<file path="src/rtl/xyscan_counter.sv">
`default_nettype none
// ============================================================================
//  Module      : xyscan_counter
//  Description : Raster (x,y) position counter with free-run and single-frame
//                modes. The optional frame counter output is enabled by the
//                macro XYSCAN_FRAME_CNT_EN.
//  Revision    : 1.0 - initial release
// ============================================================================
module xyscan_counter #(
    parameter int XW  = 10,
    parameter int YW  = 10,
    parameter int FCW = 8
) (
    input  logic          clock,
    input  logic          reset_n,
    input  logic          enable,
    input  logic          start,
    input  logic          stop,
    input  logic          single,
    input  logic [XW-1:0] x_limit,
    input  logic [YW-1:0] y_limit,
    output logic [XW-1:0] x,
    output logic [YW-1:0] y,
    output logic          busy,
    output logic          eol,
    output logic          eof,
    output logic          done
`ifdef XYSCAN_FRAME_CNT_EN
   ,output logic [FCW-1:0] frame_count
`endif
);

    typedef enum logic [0:0] {
        ST_IDLE = 1'b0,
        ST_RUN  = 1'b1
    } state_t;

    state_t        state_q, state_d;
    logic [XW-1:0] x_q, x_d;
    logic [YW-1:0] y_q, y_d;
    logic [XW-1:0] xlim_q, xlim_d;
    logic [YW-1:0] ylim_q, ylim_d;
    logic          single_q, single_d;
    logic          done_q, done_d;
    logic          w_run;
    logic          w_eol;
    logic          w_eof;

    // Line/frame ends decode only registered state so they stay stable while enable is low.
    assign w_run = (state_q == ST_RUN);
    assign w_eol = w_run && (x_q == xlim_q);
    assign w_eof = w_eol && (y_q == ylim_q);

    always_ff @(posedge clock or negedge reset_n) begin
        if (!reset_n) begin
            state_q  <= ST_IDLE;
            x_q      <= '0;
            y_q      <= '0;
            xlim_q   <= '0;
            ylim_q   <= '0;
            single_q <= 1'b0;
            done_q   <= 1'b0;
        end else begin
            state_q  <= state_d;
            x_q      <= x_d;
            y_q      <= y_d;
            xlim_q   <= xlim_d;
            ylim_q   <= ylim_d;
            single_q <= single_d;
            done_q   <= done_d;
        end
    end

    always_comb begin
        state_d  = state_q;
        x_d      = x_q;
        y_d      = y_q;
        xlim_d   = xlim_q;
        ylim_d   = ylim_q;
        single_d = single_q;
        done_d   = 1'b0;

        if (stop) begin
            state_d = ST_IDLE;
            x_d     = '0;
            y_d     = '0;
        end else begin
            case (state_q)
                ST_IDLE: begin
                    if (start) begin
                        xlim_d   = x_limit;
                        ylim_d   = y_limit;
                        single_d = single;
                        x_d      = '0;
                        y_d      = '0;
                        state_d  = ST_RUN;
                    end
                end
                ST_RUN: begin
                    if (enable) begin
                        if (w_eof) begin
                            x_d = '0;
                            y_d = '0;
                            if (single_q) begin
                                state_d = ST_IDLE;
                                done_d  = 1'b1;
                            end
                        end else if (w_eol) begin
                            x_d = '0;
                            y_d = y_q + YW'(1);
                        end else begin
                            x_d = x_q + XW'(1);
                        end
                    end
                end
                default: begin
                    state_d = ST_IDLE;
                    x_d     = '0;
                    y_d     = '0;
                end
            endcase
        end
    end

    assign x    = x_q;
    assign y    = y_q;
    assign busy = w_run;
    assign eol  = w_eol;
    assign eof  = w_eof;
    assign done = done_q;

`ifdef XYSCAN_FRAME_CNT_EN
    logic [FCW-1:0] fcnt_q, fcnt_d;

    always_ff @(posedge clock or negedge reset_n) begin
        if (!reset_n) begin
            fcnt_q <= '0;
        end else begin
            fcnt_q <= fcnt_d;
        end
    end

    // A stop in the same cycle as the last position leaves the count unchanged.
    always_comb begin
        fcnt_d = fcnt_q;
        if (!stop) begin
            if ((state_q == ST_IDLE) && start) begin
                fcnt_d = '0;
            end else if (w_run && enable && w_eof) begin
                fcnt_d = fcnt_q + FCW'(1);
            end
        end
    end

    assign frame_count = fcnt_q;
`else
    // FCW only sizes frame_count, which is absent in this build.
    if (FCW > 0) begin : g_no_frame_cnt
    end
`endif

endmodule
`default_nettype wire
</file>
<file path="config.mk">
export PLATFORM = sky130hd
export DESIGN_NAME = xyscan_counter
export DESIGN_NICKNAME = d
export VERILOG_FILES = /design/src/rtl/xyscan_counter.sv
export SDC_FILE = /design/constraint.sdc
export NUM_CORES = 1
export LEC_CHECK = 0
export ABC_AREA = 1
export CORE_MARGIN = 1
export CORE_UTILIZATION = 33
export CTS_CLUSTER_DIAMETER = 60
export DETAILED_ROUTE_END_ITERATION = 8
export GPL_TIMING_DRIVEN = 0
export SLEW_MARGIN = 15
export SYNTH_ARGS = -nofsm -noshare
export SYNTH_HDL_FRONTEND = slang
export SYNTH_SLANG_ARGS = --single-unit
</file>
<file path="constraint.sdc">
create_clock -name clock -period 2 [get_ports clock]
set_input_delay 0.3 -clock clock [delete_from_list [all_inputs] [get_ports clock]]
set_output_delay 0.3 -clock clock [all_outputs]
set_load 0.01 [all_outputs]
</file>
==> results of run 1 <==
-- synth_stat cells, types with 4 or more instances --
cell type  instances  area (um2)
xor2_1             4        35.0
nand3_1           16        80.1
o21ai_0            5        25.0
inv_2              6        22.5
nand2_1           92         345
o21ai_1           10        50.1
nor2_1            43         161
mux2_2             7        78.8
xnor2_1            9        78.8
nor3_1             4        20.0
a21oi_1           19        95.1
dfrtp_1           43        1080
buf_2              4        20.0
inv_1             42         158
-- cells by family (layout without fill, tap and decap cells) --
kind of cell             count (synthesis)  in the layout
XOR/XNOR                                13             13
AO/OA/AOI/OAI                           34             34
flip-flops                              43             43
adder cells (fa/ha/maj)                  2              2
AND/OR/NAND/NOR                        174            174
multiplexers                             7              7
buffers and inverters                   58            123
-- final cells by class --
cell class / instances / area, um2
Clock inverter: 1 / 30.0
Multi-Input combinational cell: 230 / 1200
Tap cell: 99 / 124
Buffer: 6 / 35.0
Fill cell: 757 / 3910
Inverter: 52 / 200
Clock buffer: 6 / 72.6
Timing Repair Buffer: 58 / 568
Sequential cell: 43 / 1080
-- final timing paths --
| check | from | depth (start not counted) | end | slack, ns |
|---|---|---|---|---|
| max | y[2] | 7 | eof | 0.11 |
| min in group clock | single_q | 1 | single_q | 0.52 |
| min | reset_n | 2 | x[3] | 0.44 |
| max reg2reg | x[8] | 12 | y[3] | 0.36 |
| max in group asynchronous | reset_n | 3 | y[7] | 1.06 |
| min reg2reg | single_q | 1 | single_q | 0.52 |
-- through the flow --
stage	util [%]	cells	setup slack, ns	power, mW
after floorplan	-	331	0.493	1.30
after global placement	42.6	479	-0.592	1.45
after detailed placement	42.8	480	-0.0789	1.46
after CTS	45.3	493	0.00167	2.15
after global routing	45.8	495	-0.00590	2.25
final	45.8	495	0.106	2.13
-- registers in the layout (all words and copies together) (netlist names) --
signal / count
busy: 1
xlim_q: 10
ylim_q: 10
done: 1
single_q: 1
y: 10
x: 10
-- per-layer routing --
metal / part of all wire [%] / routed length, um / vias to the layer above / global-route usage [%]
li1: - / - / 1144 / -
met1: 46 / 2840 / 1022 / 21.3
met2: 50 / 3070 / 43 / 29.4
met3: 3.6 / 220 / 4 / 2.89
met4: 0.44 / 27 / 0 / 2.64
met5: 0 / 0 / - / 0
-- power breakdown --
part | switching (mW) | total [mW] | internal [mW]
logic | 0.241 | 0.448 | 0.207
registers | 0.0632 | 1.02 | 0.959
clock network | 0.297 | 0.663 | 0.366
-- critical path, cell delays in order, from the launching register on --
cell,delay [ns]
dfrtp_1,0.40
buf_6,0.15
xnor2_2,0.16
o21ai_1,0.09
nor2_1,0.13
nand3_2,0.12
nor2_4,0.15
buf_6,0.11
-- repair_timing --
action                                  CTS  global route
hold buffers                              1             0
pin swaps                                 2             3
endpoints found under the setup margin    2             2
hold endpoints to repair                 12             0
gates resized for setup                  10             8
setup buffers                             5             2
==> run summary, run 1 <==
Outcome: complete, no violations
Chip Width: 88.3 um
Final hold viol count: 0
CTS clk-pin slew, worst paths: 0.08 ns
Initial Util: 34.0%
CP max FO: 7
Clock Tree Buf Depth: 2
Via count: 2,213
Sequential area share after synthesis: 43.8%
Diode count: 0
Root Driver: clkbuf_8
Cell variety after synth: 31
Synth warn: 0
Drt drc: 0
DR pass1 iterations: 6
Number of global-route vias before repair: 2,122
Worst hold path type: input port to async pin
Row cnt: 31
FF+latch count, synth: 43
Worst Path Required: 1.70 ns
WL/cell: 12.4 um
Synthesized area per cell: 7.42 um2
TritonCTS buffer count: 5
Cell area after synthesis: 2460 um2
Post-Synth XOR/XNOR Area: 4.64%
Compound-Gate Fraction of Synth Area: 6.93%
Port buffer count: 49
Pin count of the biggest net entering global routing: 32
Max Cap Viol: 0
Share of cells above drive strength 1: 15.2%
Nets: 424
Num ports: 50
Post-route minimum period: 1.89 ns
Worst-margin pin slew: 0.549 ns
Syn Nets: 359
Slew Viols, Final: 0
Die height: 88.3 um
Synth async-reset ratio: 100%
Post-synthesis adder-cell area fraction: 1.02%
TritonCTS clock tree: done
H-tree Lvls: 2
Commonest non-fill, non-tap cell in the layout: nand2_1
Total track usage: 16.5%
Synth Area in Simple Gates: 30.8%
Fin crit share: 94.7%
CP Class: register to output pin
Final setup vio count: 0
GPL Wtd Cong: 0.852
DP Area: 3090 um2
Commonest cells after routing, fill and taps aside: 91 x nand2_1, 46 x clkdlybuf4s50_1, 42 x inv_1
Clk_skew: 0.00670 ns
Number of synthesized flops with an enable pin: 0
Largest family of logic cells by synthesized area: simple AND/OR/NAND/NOR gates
Grt total ovfl: 0
Initial antenna violation count: 0
Drt initial violations: 112
Area Overhead vs Synth: 34.6%
Antenna Nets Post-Route: 0
Multiplexer share of the synthesized area: 3.21%
Setup TNS: 0 ns
Worst VDD drop: 0.237 mV
Core area: 7210 um2
Fmax: 0.528 GHz
Min Hold Slack: 0.441 ns
Clk sink count: 43
DRT Wirelength: 6150 um
First-pass GRT wire length: 9840 um
Main synth FF type: dfrtp_1
Worst Path Arrival: 1.59 ns
Pleak: 1.53 nW
Worst Setup End Kind: output pin
Die area: 7790 um2
Pwr per Cell Area: 645 nW/um2
Final Instance Area: 3310 um2
Routed vias/inst: 4.47
Post-Syn Instances: 331
CP Launch Type: register
Detail Placement HPWL: 4560 um
Slew headroom: 63.4%
Worst-Skew Late Latency: 0.29 ns
Power figures use the tool's default switching activity.
==> run 2, diff against run 1 <==
- RECOVER_POWER: default -> 50
==> run summary, run 2 (synthesis gave the netlist of run 1 again) <==
DRT Wirelength: 6150 um (about the same)
Final Non-Filler Cells: 495 (unchanged)
Drt drc: 0 (unchanged)
Chip Width: 88.3 um (unchanged)
Root Driver: clkbuf_8 (unchanged)
Worst Setup End Kind: output pin (unchanged)
Commonest cells after routing, fill and taps aside: 91 x nand2_1, 42 x inv_1, 41 x nor2_1, 41 x dfrtp_1, 41 x clkdlybuf4s50_1 (was 91 x nand2_1, 46 x clkdlybuf4s50_1, 42 x inv_1)
TritonCTS clock tree: done (unchanged)
Worst Path Required: 1.70 ns (about the same)
Total track usage: 16.5% (unchanged)
Number of fill cells: 758 (was 757)
Number of global-route vias before repair: 2,122 (unchanged)
FF-to-FF End: y[3] (unchanged)
Min Hold Slack: 0.516 ns (was 0.441 ns)
Outcome: complete, no violations (unchanged)
Share of cells above drive strength 1: 14.9% (was 15.2%)
Die height: 88.3 um (unchanged)
Nets: 424 (unchanged)
Max Cap Viol: 0 (unchanged)
Fin crit share: 94.5% (was 94.7%)
Worst hold path type: register to register (was input port to async pin)
TritonCTS buffer count: 5 (unchanged)
Num ports: 50 (unchanged)
Port buffer count: 49 (unchanged)
Core area: 7210 um2 (unchanged)
Multi-input gate area in the final layout: 1200 um2 (unchanged)
Slew headroom: 43.8% (was 63.4%)
Clk sink count: 43 (unchanged)
Diode count: 0 (unchanged)
Final Instance Area: 3300 um2 (was 3310 um2)
End of the worst hold path: single_q
CP Class: register to output pin (unchanged)
Clk_skew: 0.00668 ns (was 0.00670 ns)
Total power: 2.13 mW (about the same)
Post-route minimum period: 1.89 ns (about the same)
Final setup vio count: 0 (unchanged)
Pre-CTS setup slack: -0.0789 ns (unchanged)
Worst-Skew Late Latency: 0.29 ns (about the same)
H-tree Lvls: 2 (unchanged)
DR pass1 iterations: 6 (unchanged)
Pin count of the biggest net entering global routing: 32 (unchanged)
Hold path start: single_q
DP Area: 3090 um2 (unchanged)
Routed vias/inst: 4.47 (unchanged)
R2R cell count: 12 (unchanged)
Crit path from: y[2] (unchanged)
Die area: 7790 um2 (unchanged)
R2R Setup Slk: 0.36 ns (about the same)
Placed insts: 480 (unchanged)
Pleak: 1.54 nW (was 1.53 nW)
CTS clk-pin slew, worst paths: 0.08 ns (about the same)
Row cnt: 31 (unchanged)
Worst-margin pin slew: 0.843 ns (was 0.549 ns)
Drt initial violations: 116 (was 112)
Area Overhead vs Synth: 34.5% (was 34.6%)
Worst VDD drop: 0.237 mV (about the same)
Hold Path Depth: 1
Final hold viol count: 0 (unchanged)
Worst Path Arrival: 1.59 ns (about the same)
Fmax: 0.529 GHz (was 0.528 GHz)
Fin worst setup slack: 0.110 ns (was 0.106 ns)
CP max FO: 7 (unchanged)
Via count: 2,213 (unchanged)
Grt total ovfl: 0 (unchanged)
GPL Wtd Cong: 0.852 (unchanged)
Clock Tree Buf Depth: 2 (unchanged)
Detail Placement HPWL: 4560 um (unchanged)
Commonest non-fill, non-tap cell in the layout: nand2_1 (unchanged)
Pwr per Cell Area: 645 nW/um2 (about the same)
CP Launch Type: register (unchanged)
Slew Viols, Final: 0 (unchanged)
Initial antenna violation count: 0 (unchanged)
WL/cell: 12.4 um (about the same)
First-pass GRT wire length: 9840 um (unchanged)
Initial Util: 34.0% (unchanged)
FF/Latch Area: 1080 um2 (unchanged)
Reg2reg start: x[8] (unchanged)
Antenna Nets Post-Route: 0 (unchanged)
## run 2: changes by cell type in the layout (fill, tap and decap cells not counted)
cell             before  now
buf_2                 5    4
clkbuf_1              2    3
clkdlybuf4s50_1      46   41
dlygate4sd3_1         1    6
## run 2: report_power, final
| group | internal (mW) | switching, mW |
|---|---|---|
| Combinational | 0.206 | 0.241 |
| Clock | 0.366 | 0.297 |
| Sequential | 0.959 | 0.0637 |
## run 2: stage by stage
stage / TNS [ns] / util (%)
floorplan: 0 / -
global placement: -26.05 / 42.6
detailed placement: -0.931 / 42.8
CTS: 0 / 45.3
global route: -0.00255 / 45.8
finish: 0 / 45.8
## run 2: worst max path at each step
stage	slack, ns	cells past startpoint	end
after floorplan	0.49	9	busy
after global placement	-0.59	1	ylim_q[7]
after detailed placement	-0.08	6	xlim_q[8]
after CTS	0.002	7	eof
after global routing	-0.003	7	eof
final	0.11	7	eof
## run 2: what timing repair did
action	4_1_cts	5_1_grt
resized for setup	10	8
setup endpoints to repair	2	2
hold endpoints to repair	12	0
hold buffers	1	0
setup buffers	5	2
pin swaps	2	3
## run 2: final cells by class
type,instances,share of cell area (%)
flip-flops and latches,43,32.6
multi-input cells,230,36.2
inverters,52,6.06
clock inverters,1,0.909
clock buffers,6,2.20
well taps,99,3.75
repair buffers,58,17.2
plain buffers,6,1.06
## run 2: worst max-delay path, stage by stage (launching register included)
cell and delay (ns):
dfrtp_1 0.39, buf_6 0.14, xnor2_2 0.16, o21ai_1 0.09, nor2_1 0.13, nand3_2 0.12, nor2_4 0.15, buf_6 0.11
## run 2: routing by layer
metal  GRT usage [%]  wire length (um)  vias up
li1                -                 -     1144
met1            21.3              2840     1024
met2            29.4              3070       41
met3            2.89               217        4
met4            2.64                27        0
met5               0                 0        -
==> run 3, diff against run 2 <==
- CAP_MARGIN: default -> 20
- REMOVE_ABC_BUFFERS: default -> 1
==> run summary, run 3 (synthesis gave the netlist of run 1 again) <==
Outcome: complete, no violations (unchanged)
Chip Width: 88.3 um (unchanged)
Clk sink count: 43 (unchanged)
CP max FO: 3 (was 7)
Drt initial violations: 55 (was 116)
Final setup vio count: 0 (unchanged)
Number of fill cells: 738 (was 758)
Routed vias/inst: 4.46 (was 4.47)
Worst hold path type: register to register (unchanged)
Diode count: 0 (unchanged)
H-tree Lvls: 2 (unchanged)
Slew headroom: 19.2% (was 43.8%)
Fin crit share: 95.5% (was 94.5%)
Clock Tree Buf Depth: 2 (unchanged)
TritonCTS clock tree: done (unchanged)
Pwr per Cell Area: 640 nW/um2 (was 645 nW/um2)
TritonCTS buffer count: 5 (unchanged)
Number of global-route vias before repair: 1,999 (was 2,122)
GPL Wtd Cong: 0.792 (was 0.852)
WL/cell: 11.7 um (was 12.4 um)
Share of cells above drive strength 1: 14.8% (was 14.9%)
Initial Util: 34.0% (unchanged)
Commonest non-fill, non-tap cell in the layout: nand2_1 (unchanged)
Detail Placement HPWL: 4210 um (was 4560 um)
Area Overhead vs Synth: 31.9% (was 34.5%)
Pin count of the biggest net entering global routing: 37 (was 32)
Initial antenna violation count: 0 (unchanged)
Core area: 7210 um2 (unchanged)
FF/Latch Area: 1080 um2 (about the same)
CP Launch Type: register (unchanged)
Antenna Nets Post-Route: 0 (unchanged)
Pre-CTS setup slack: -0.0511 ns (was -0.0789 ns)
Fmax: 0.524 GHz (was 0.529 GHz)
Min Hold Slack: 0.507 ns (was 0.516 ns)
Worst-margin pin slew: 1.21 ns (was 0.843 ns)
Die area: 7790 um2 (unchanged)
CP Class: register to output pin (unchanged)
Final Core Density: 44.9% (was 45.8%)
Grt total ovfl: 0 (unchanged)
GR met2 Demand/Resource: 27.6% (was 29.4%)
First-pass GRT wire length: 9250 um (was 9840 um)
Setup TNS: 0 ns (unchanged)
Final hold viol count: 0 (unchanged)
Multi-input gate area in the final layout: 1160 um2 (was 1200 um2)
Fin worst setup slack: 0.0899 ns (was 0.110 ns)
Row cnt: 31 (unchanged)
Worst Path Required: 1.70 ns (about the same)
Worst VDD drop: 0.334 mV (was 0.237 mV)
Port buffer count: 49 (unchanged)
Met3 Use GR: 3.54% (was 2.89%)
CTS clk-pin slew, worst paths: 0.09 ns (was 0.08 ns)
Commonest cells after routing, fill and taps aside: 91 x nand2_1, 43 x clkdlybuf4s50_1, 42 x inv_1, 42 x nor2_1, 36 x dfrtp_1 (was 91 x nand2_1, 42 x inv_1, 41 x nor2_1, 41 x dfrtp_1, 41 x clkdlybuf4s50_1)
Max Cap Viol: 0 (unchanged)
Num ports: 50 (unchanged)
Total track usage: 15.7% (was 16.5%)
Worst Path Arrival: 1.61 ns (was 1.59 ns)
M1 GR Usage: 19.4% (was 21.3%)
Via count: 2,188 (was 2,213)
Nets: 419 (was 424)
DRT Wirelength: 5730 um (was 6150 um)
Worst Setup End Kind: output pin (unchanged)
Total power: 2.07 mW (was 2.13 mW)
Busiest grt layer: met2 (unchanged)
Drt drc: 0 (unchanged)
Die height: 88.3 um (unchanged)
Post-route minimum period: 1.91 ns (was 1.89 ns)
Worst-Skew Late Latency: 0.30 ns (was 0.29 ns)
DR pass1 iterations: 4 (was 6)
Root Driver: clkbuf_8 (unchanged)
Pleak: 1.49 nW (was 1.54 nW)
Slew Viols, Final: 0 (unchanged)
Clk_skew: 0.0119 ns (was 0.00668 ns)
run 3: worst max-delay path: stages, from the launching register on:
cell and delay (ns):
dfrtp_1 0.41, buf_4 0.14, nand2_1 0.08, nand4_1 0.11, nor2_1 0.15, nand3_2 0.12, nor2_2 0.15, clkbuf_2 0.15
run 3: per-layer routing:
metal	wire [um]	vias to the layer above	share of wire [%]
met3	249	4	4.3
met5	0	-	0
met1	2670	1000	47
met2	2770	45	48
li1	-	1139	-
met4	38	0	0.66
run 3: worst paths after layout:
kind,from,endpoint,slack (ns),cells after the start
worst max-delay path,x[1],eof,0.09,7
worst min-delay path,single_q,single_q,0.51,1
worst max register to register,x[1],y[4],0.30,13
worst min register to register,single_q,single_q,0.51,1
max in group asynchronous,reset_n,y[5],0.43,2
min in group asynchronous,reset_n,xlim_q[3],0.77,2
run 3: where the power goes:
group	leakage (nW)	switching (mW)	internal, mW	total, mW
registers	0.528	0.0600	0.959	1.02
logic	0.914	0.231	0.197	0.428
clock network	0.0505	0.311	0.315	0.625
run 3: final cells by class:
cell class / count / area share, %
flip-flops and latches: 43 / 33.5
repair buffers: 59 / 17.4
clock inverters: 1 / 0.232
multi-input cells: 230 / 35.9
well taps: 99 / 3.82
clock buffers: 7 / 2.97
inverters: 52 / 6.18
run 3: stage by stage:
step / area [um2] / std cells
3_5_place_dp: 3050 / 474
5_1_grt: 3240 / 491
3_3_place_gp: 3040 / 473
6_report: 3240 / 491
4_1_cts: 3230 / 489
2_1_floorplan: 2420 / 325
run 3: what timing repair did:
item | CTS | global route
pin swaps | 2 | 2
hold buffers | 1 | 0
setup endpoints to repair | 2 | 2
hold endpoints to repair | 20 | 0
setup buffers | 6 | 2
resized for setup | 9 | 7
